`src/rtl/dmem_port_arbiter.sv`:
```
`default_nettype none
// ============================================================================
// Module   : dmem_port_arbiter
// Purpose  : Round-robin arbiter sharing one data_memory port between the CPU
//            load/store path (port 0) and the boot/debug loader (port 1).
// Revision : 1.0 - initial release
// ============================================================================
module dmem_port_arbiter #(
    parameter int MEM_LATENCY = 1,
    parameter int ADDR_W      = 32
) (
    input  logic              clock,
    input  logic              reset,

    input  logic              cpu_req,
    input  logic              cpu_we,
    input  logic [1:0]        cpu_size,
    input  logic [ADDR_W-1:0] cpu_addr,
    input  logic [31:0]       cpu_wdata,
    output logic [31:0]       cpu_rdata,
    output logic              cpu_done,
    output logic              cpu_err,
    output logic              cpu_stall,

    input  logic              ldr_req,
    input  logic              ldr_we,
    input  logic [1:0]        ldr_size,
    input  logic [ADDR_W-1:0] ldr_addr,
    input  logic [31:0]       ldr_wdata,
    output logic [31:0]       ldr_rdata,
    output logic              ldr_done,
    output logic              ldr_err,
    output logic              ldr_stall,

    output logic [ADDR_W-1:0] mem_addr,
    output logic [31:0]       mem_wdata,
    output logic [1:0]        mem_size,
    output logic              mem_re,
    output logic              mem_we,
    input  logic [31:0]       mem_rdata
);

    localparam logic       c_port_cpu  = 1'b0;
    localparam logic       c_port_ldr  = 1'b1;
    localparam logic [2:0] c_wait_init = 3'(MEM_LATENCY - 1);

    typedef enum logic [1:0] {
        S_IDLE  = 2'd0,
        S_ISSUE = 2'd1,
        S_WAIT  = 2'd2,
        S_DONE  = 2'd3
    } state_t;

    state_t            state_q,      state_d;
    logic              last_grant_q, last_grant_d;
    logic              port_q,       port_d;
    logic              hold_we_q,    hold_we_d;
    logic [1:0]        hold_size_q,  hold_size_d;
    logic [ADDR_W-1:0] hold_addr_q,  hold_addr_d;
    logic [31:0]       hold_wdata_q, hold_wdata_d;
    logic [2:0]        wait_cnt_q,   wait_cnt_d;
    logic              cpu_done_q,   cpu_done_d;
    logic              ldr_done_q,   ldr_done_d;
    logic              cpu_err_q,    cpu_err_d;
    logic              ldr_err_q,    ldr_err_d;
    logic [31:0]       cpu_rdata_q,  cpu_rdata_d;
    logic [31:0]       ldr_rdata_q,  ldr_rdata_d;

    logic grant_cpu;
    logic grant_ldr;
    logic misaligned;

    // On a tie the port that did not win last time gets the grant.
    assign grant_cpu = cpu_req & (~ldr_req | (last_grant_q == c_port_ldr));
    assign grant_ldr = ldr_req & ~grant_cpu;

    assign misaligned = ((hold_size_q == 2'b11) && (hold_addr_q[1:0] != 2'b00)) ||
                        ((hold_size_q == 2'b01) && hold_addr_q[0]);

    always_comb begin
        state_d      = state_q;
        last_grant_d = last_grant_q;
        port_d       = port_q;
        hold_we_d    = hold_we_q;
        hold_size_d  = hold_size_q;
        hold_addr_d  = hold_addr_q;
        hold_wdata_d = hold_wdata_q;
        wait_cnt_d   = wait_cnt_q;
        cpu_done_d   = 1'b0;
        ldr_done_d   = 1'b0;
        cpu_err_d    = 1'b0;
        ldr_err_d    = 1'b0;
        cpu_rdata_d  = 32'h0;
        ldr_rdata_d  = 32'h0;

        case (state_q)
            S_IDLE: begin
                if (grant_cpu || grant_ldr) begin
                    port_d       = grant_ldr ? c_port_ldr : c_port_cpu;
                    last_grant_d = grant_ldr ? c_port_ldr : c_port_cpu;
                    hold_we_d    = grant_ldr ? ldr_we    : cpu_we;
                    hold_size_d  = grant_ldr ? ldr_size  : cpu_size;
                    hold_addr_d  = grant_ldr ? ldr_addr  : cpu_addr;
                    hold_wdata_d = grant_ldr ? ldr_wdata : cpu_wdata;
                    state_d      = S_ISSUE;
                end
            end

            S_ISSUE: begin
                // Writes and rejected accesses complete without a data phase.
                if (misaligned || hold_we_q) begin
                    state_d = S_DONE;
                    if (port_q == c_port_cpu) begin
                        cpu_done_d = 1'b1;
                        cpu_err_d  = misaligned;
                    end else begin
                        ldr_done_d = 1'b1;
                        ldr_err_d  = misaligned;
                    end
                end else begin
                    wait_cnt_d = c_wait_init;
                    state_d    = S_WAIT;
                end
            end

            S_WAIT: begin
                if (wait_cnt_q == 3'd0) begin
                    state_d = S_DONE;
                    if (port_q == c_port_cpu) begin
                        cpu_done_d  = 1'b1;
                        cpu_rdata_d = mem_rdata;
                    end else begin
                        ldr_done_d  = 1'b1;
                        ldr_rdata_d = mem_rdata;
                    end
                end else begin
                    wait_cnt_d = wait_cnt_q - 3'd1;
                end
            end

            S_DONE: begin
                state_d = S_IDLE;
            end

            default: begin
                state_d = S_IDLE;
            end
        endcase
    end

    always_ff @(posedge clock) begin
        if (reset) begin
            state_q      <= S_IDLE;
            last_grant_q <= c_port_ldr;
            port_q       <= c_port_cpu;
            hold_we_q    <= 1'b0;
            hold_size_q  <= 2'b00;
            hold_addr_q  <= '0;
            hold_wdata_q <= 32'h0;
            wait_cnt_q   <= 3'd0;
            cpu_done_q   <= 1'b0;
            ldr_done_q   <= 1'b0;
            cpu_err_q    <= 1'b0;
            ldr_err_q    <= 1'b0;
            cpu_rdata_q  <= 32'h0;
            ldr_rdata_q  <= 32'h0;
        end else begin
            state_q      <= state_d;
            last_grant_q <= last_grant_d;
            port_q       <= port_d;
            hold_we_q    <= hold_we_d;
            hold_size_q  <= hold_size_d;
            hold_addr_q  <= hold_addr_d;
            hold_wdata_q <= hold_wdata_d;
            wait_cnt_q   <= wait_cnt_d;
            cpu_done_q   <= cpu_done_d;
            ldr_done_q   <= ldr_done_d;
            cpu_err_q    <= cpu_err_d;
            ldr_err_q    <= ldr_err_d;
            cpu_rdata_q  <= cpu_rdata_d;
            ldr_rdata_q  <= ldr_rdata_d;
        end
    end

    // The holding registers only change on a grant, so the memory bus keeps
    // its last values outside ISSUE; strobes are squashed while in reset.
    assign mem_addr  = hold_addr_q;
    assign mem_wdata = hold_wdata_q;
    assign mem_size  = hold_size_q;
    assign mem_re    = (state_q == S_ISSUE) & ~hold_we_q & ~misaligned & ~reset;
    assign mem_we    = (state_q == S_ISSUE) &  hold_we_q & ~misaligned & ~reset;

    assign cpu_done  = cpu_done_q;
    assign cpu_err   = cpu_err_q;
    assign cpu_rdata = cpu_rdata_q;
    assign cpu_stall = cpu_req & ~cpu_done_q;

    assign ldr_done  = ldr_done_q;
    assign ldr_err   = ldr_err_q;
    assign ldr_rdata = ldr_rdata_q;
    assign ldr_stall = ldr_req & ~ldr_done_q;

endmodule
`default_nettype wire
```
`config.mk`:
```
export PLATFORM = sky130hd
export DESIGN_NAME = dmem_port_arbiter
export DESIGN_NICKNAME = d
export VERILOG_FILES = /design/src/rtl/dmem_port_arbiter.sv
export SDC_FILE = /design/constraint.sdc
export NUM_CORES = 1
export LEC_CHECK = 0
export BUFFER_PORTS_ARGS = -buffer_cell sky130_fd_sc_hd__buf_2
export CORE_AREA = 2 2 120 122
export CTS_BUF_LIST = sky130_fd_sc_hd__clkbuf_8
export DETAILED_ROUTE_END_ITERATION = 10
export DIE_AREA = 0 0 122 124
export PLACE_DENSITY_LB_ADDON = 0.08
export SYNTH_ARGS = -nofsm -noshare
export SYNTH_HDL_FRONTEND = slang
export SYNTH_SLANG_ARGS = --single-unit
```
`constraint.sdc`:
```
create_clock -name clock -period 1.57 [get_ports clock]
set_input_delay 0.314 -clock clock [delete_from_list [all_inputs] [get_ports clock]]
set_output_delay 0.314 -clock clock [all_outputs]
set_load 0.02 [all_outputs]
```
==> results.md <==
- Worst Max-Slew Pin Slew: 0.903 ns
- Ys Warns: 0
- Cell Rows: 43
- Slowest cell on crit path: dfxtp_4
- Vias in the first global route: 4619
- Worst vdd ir: 0.780 mV
- Die W: 122 um
- Fin. Hold Viols: 0
- RSZ-0062 raised after global routing: true
- Filler instances: 1216
- CTS root buffer: clkbuf_8
- Post-detail-place hpwl: 10.7 mm
- Final Critical Period: 1.74 ns
- Combinational Power Share: 0.428
- Initial antenna violation count: 1
- Critical Path AT: 1.43 ns
- Antenna Nets Post-Route: 0
- Most common library cell in the layout ignoring fill and taps: buf_2
- CORE AREA: 13700 um^2
- Met3 Use GR: 0.0604
- GR Util met1: 0.218
- DP Cell Count: 968
- Netlist cell types: 29
- Total grt overflow: 0
- Delay-heaviest family, CP: flip-flops
- PwrDens: 1740 nW/um^2
- Final Max Slew Viols: 0
- Final #Nets: 1001
- Total Neg Setup Slack: -0.346 ns
- Global-route wire length before repair: 22.5 mm
- WP data required: 1.26 ns
- Fmax: 575 MHz
- DRT iter0 DRCs: 168
- Hold Path Class: in2reg
- CTS Buf Count: 17
- Seq/Total Area, Yosys: 0.539
- Skew-Pair Late Insertion Delay: 0.44 ns
- TritonRoute pass-1 iters: 4
- Post-synth top area share: 0.539
- Die extent in y: 124 um
- Final Skew: 0.0105 ns
- Initial Utilization: 0.385
- Bufs on Longest Clock Path: 2
- Number of synthesized register bits: 142
- Share of cells above drive strength 1: 0.514
- DRC: 0
- Leakage power: 3.90 nW
- CTS tree: built
- Worst path bufs/invs: 1
- IO Count: 308
- Final period utilization: 1.11
- Gr busiest metal: met2
- Syn Nets: 680
- Run status: finished with violations
- Overall Power: 14.0 mW
- Synthesized area per cell: 10.5 um^2
- Area of the mapped netlist: 5280 um^2
- Clock power frac: 0.223
- Clock sinks: 142
- Reg power frac: 0.349
- P_sw: 5.29 mW
- Worst setup path class: reg2out
- Internal Pwr Total: 8.72 mW
- Max_slew headroom: 0.398
- Startpoint types: flip-flop
- CP Max Fanout: 3
- Wire per inst: 15.6 um
- Via density: 4.77
- Sw Share: 0.377
- CP Capture Type: primary output
- H-Tree Depth: 4
- Max-cap violation count: 0
- Top cells by area, synth: dfxtp_1, mux2i_1, a211oi_1
- Violated checks: setup timing
- Mapped Cells: 504
- Full die area: 15100 um^2
- Gr usage total: 0.194
- DR vias: 4852
- Cell area after layout: 8030 um^2
- Synth-to-layout area growth: 52.2%
- Total Wirelength: 15.8 mm
- Critical Path Max Stage Delay: 0.36 ns
- Post-synth top area cell: dfxtp_1
- DP Area: 7040 um^2
- Final GP Congestion: 0.859
- Main synth FF type: dfxtp_1
- Commonest cells after routing, fill and taps aside: buf_2, dfxtp_1, nor2_1, mux2i_1, and2_1
- CP Cell Sequence: a21o_4, nand2_4, and4b_1, buf_6
- Setup WS post-layout: -0.170 ns
- Final setup fails: 3
- # diodes: 0
- Reg clk slew, reported paths: 0.08 ns
- Largest net degree at the start of global routing: 65
- Ys async rst share: 0
- EDFF count, synth: 0
- # port buffers: 307
- Final non-filler cell total: 1017
- Routing usage on met2: 0.347
## cell type report
class                   instances  area, um^2  share of cell area
flip-flops and latches        142        2850               0.355
repair buffers                340        2020               0.251
multi-input cells             319        2490               0.310
well taps                     180         225              0.0280
clock buffers                  17         234              0.0291
clock inverters                14         193              0.0240
inverters                       5        18.8             0.00234
## cells by family after synthesis
kind of cell	count (synthesis)	synth area share
AND/OR/NAND/NOR	159	0.152
flip-flops	142	0.539
AO/OA/AOI/OAI	84	0.118
multiplexers	70	0.133
buffers and inverters	43	0.0446
adder cells (fa/ha/maj)	6	0.0142
## stage by stage
step	worst slack [ns]	utilization	hold slack, ns
global route	-0.237	0.585	0.0543
CTS	-0.213	0.567	0.0511
detailed placement	-0.0467	0.513	0.471
finish	-0.170	0.585	0.0800
floorplan	0.0129	-	0.436
global placement	0.0160	0.513	0.473
## cells in the mapped netlist (2+ instances only)
| cell | number |
|---|---|
| clkbuf_1 | 17 |
| o21ai_0 | 5 |
| nor2_1 | 72 |
| nor2b_1 | 3 |
| buf_4 | 5 |
| inv_1 | 5 |
| ha_1 | 6 |
| nand2b_1 | 4 |
| and2_1 | 65 |
| a211oi_1 | 69 |
| buf_8 | 2 |
| a21oi_1 | 3 |
| mux2i_1 | 70 |
| dfxtp_1 | 142 |
| nor3_1 | 5 |
| nand2_1 | 5 |
| buf_2 | 13 |
| nor4_1 | 2 |
## registers in the layout, indices dropped and copies added (netlist names)
signal and flops:
cpu_rdata 32, ldr_rdata 32, mem_addr 32, mem_wdata 32, wait_cnt_q 3, mem_size 2, state_q 2, cpu_done 1
cpu_err 1, hold_we_q 1, last_grant_q 1, ldr_done 1, ldr_err 1, port_q 1
## worst paths after layout
path	from	to	slack, ns	cells after the start
setup / recovery	mem_addr[0]	mem_we	-0.17	4
hold / removal	mem_rdata[25]	ldr_rdata[25]	0.08	2
setup reg to reg	mem_addr[0]	wait_cnt_q[2]	-0.02	5
hold reg to reg	wait_cnt_q[0]	wait_cnt_q[0]	0.49	2
## power groups by stage
stage          registers, mW  logic [mW]  clock network, mW
3_5_place_dp            4.94        4.57                  0
5_1_grt                 4.99        6.44               3.37
6_report                4.89        5.99               3.12
2_1_floorplan           5.89        2.01                  0
4_1_cts                 4.88        5.40               3.22
3_3_place_gp            4.91        4.50                  0
## repair_timing
item,4_1_cts,5_1_grt
gates resized for setup,34,38
setup endpoints to repair,92,69
pin swaps,5,4
cloned,4,3
buffers inserted,8,3
hold buffers,0,0
## metal layers
metal / part of all wire / vias to the layer above / wire [um]
met4: 0.017 / 2 / 268
met5: 0.00082 / - / 13
met1: 0.40 / 2237 / 6300
met3: 0.076 / 24 / 1200
met2: 0.51 / 196 / 8040
li1: - / 2393 / -
Note: power is estimated with default switching activity, not from simulation.
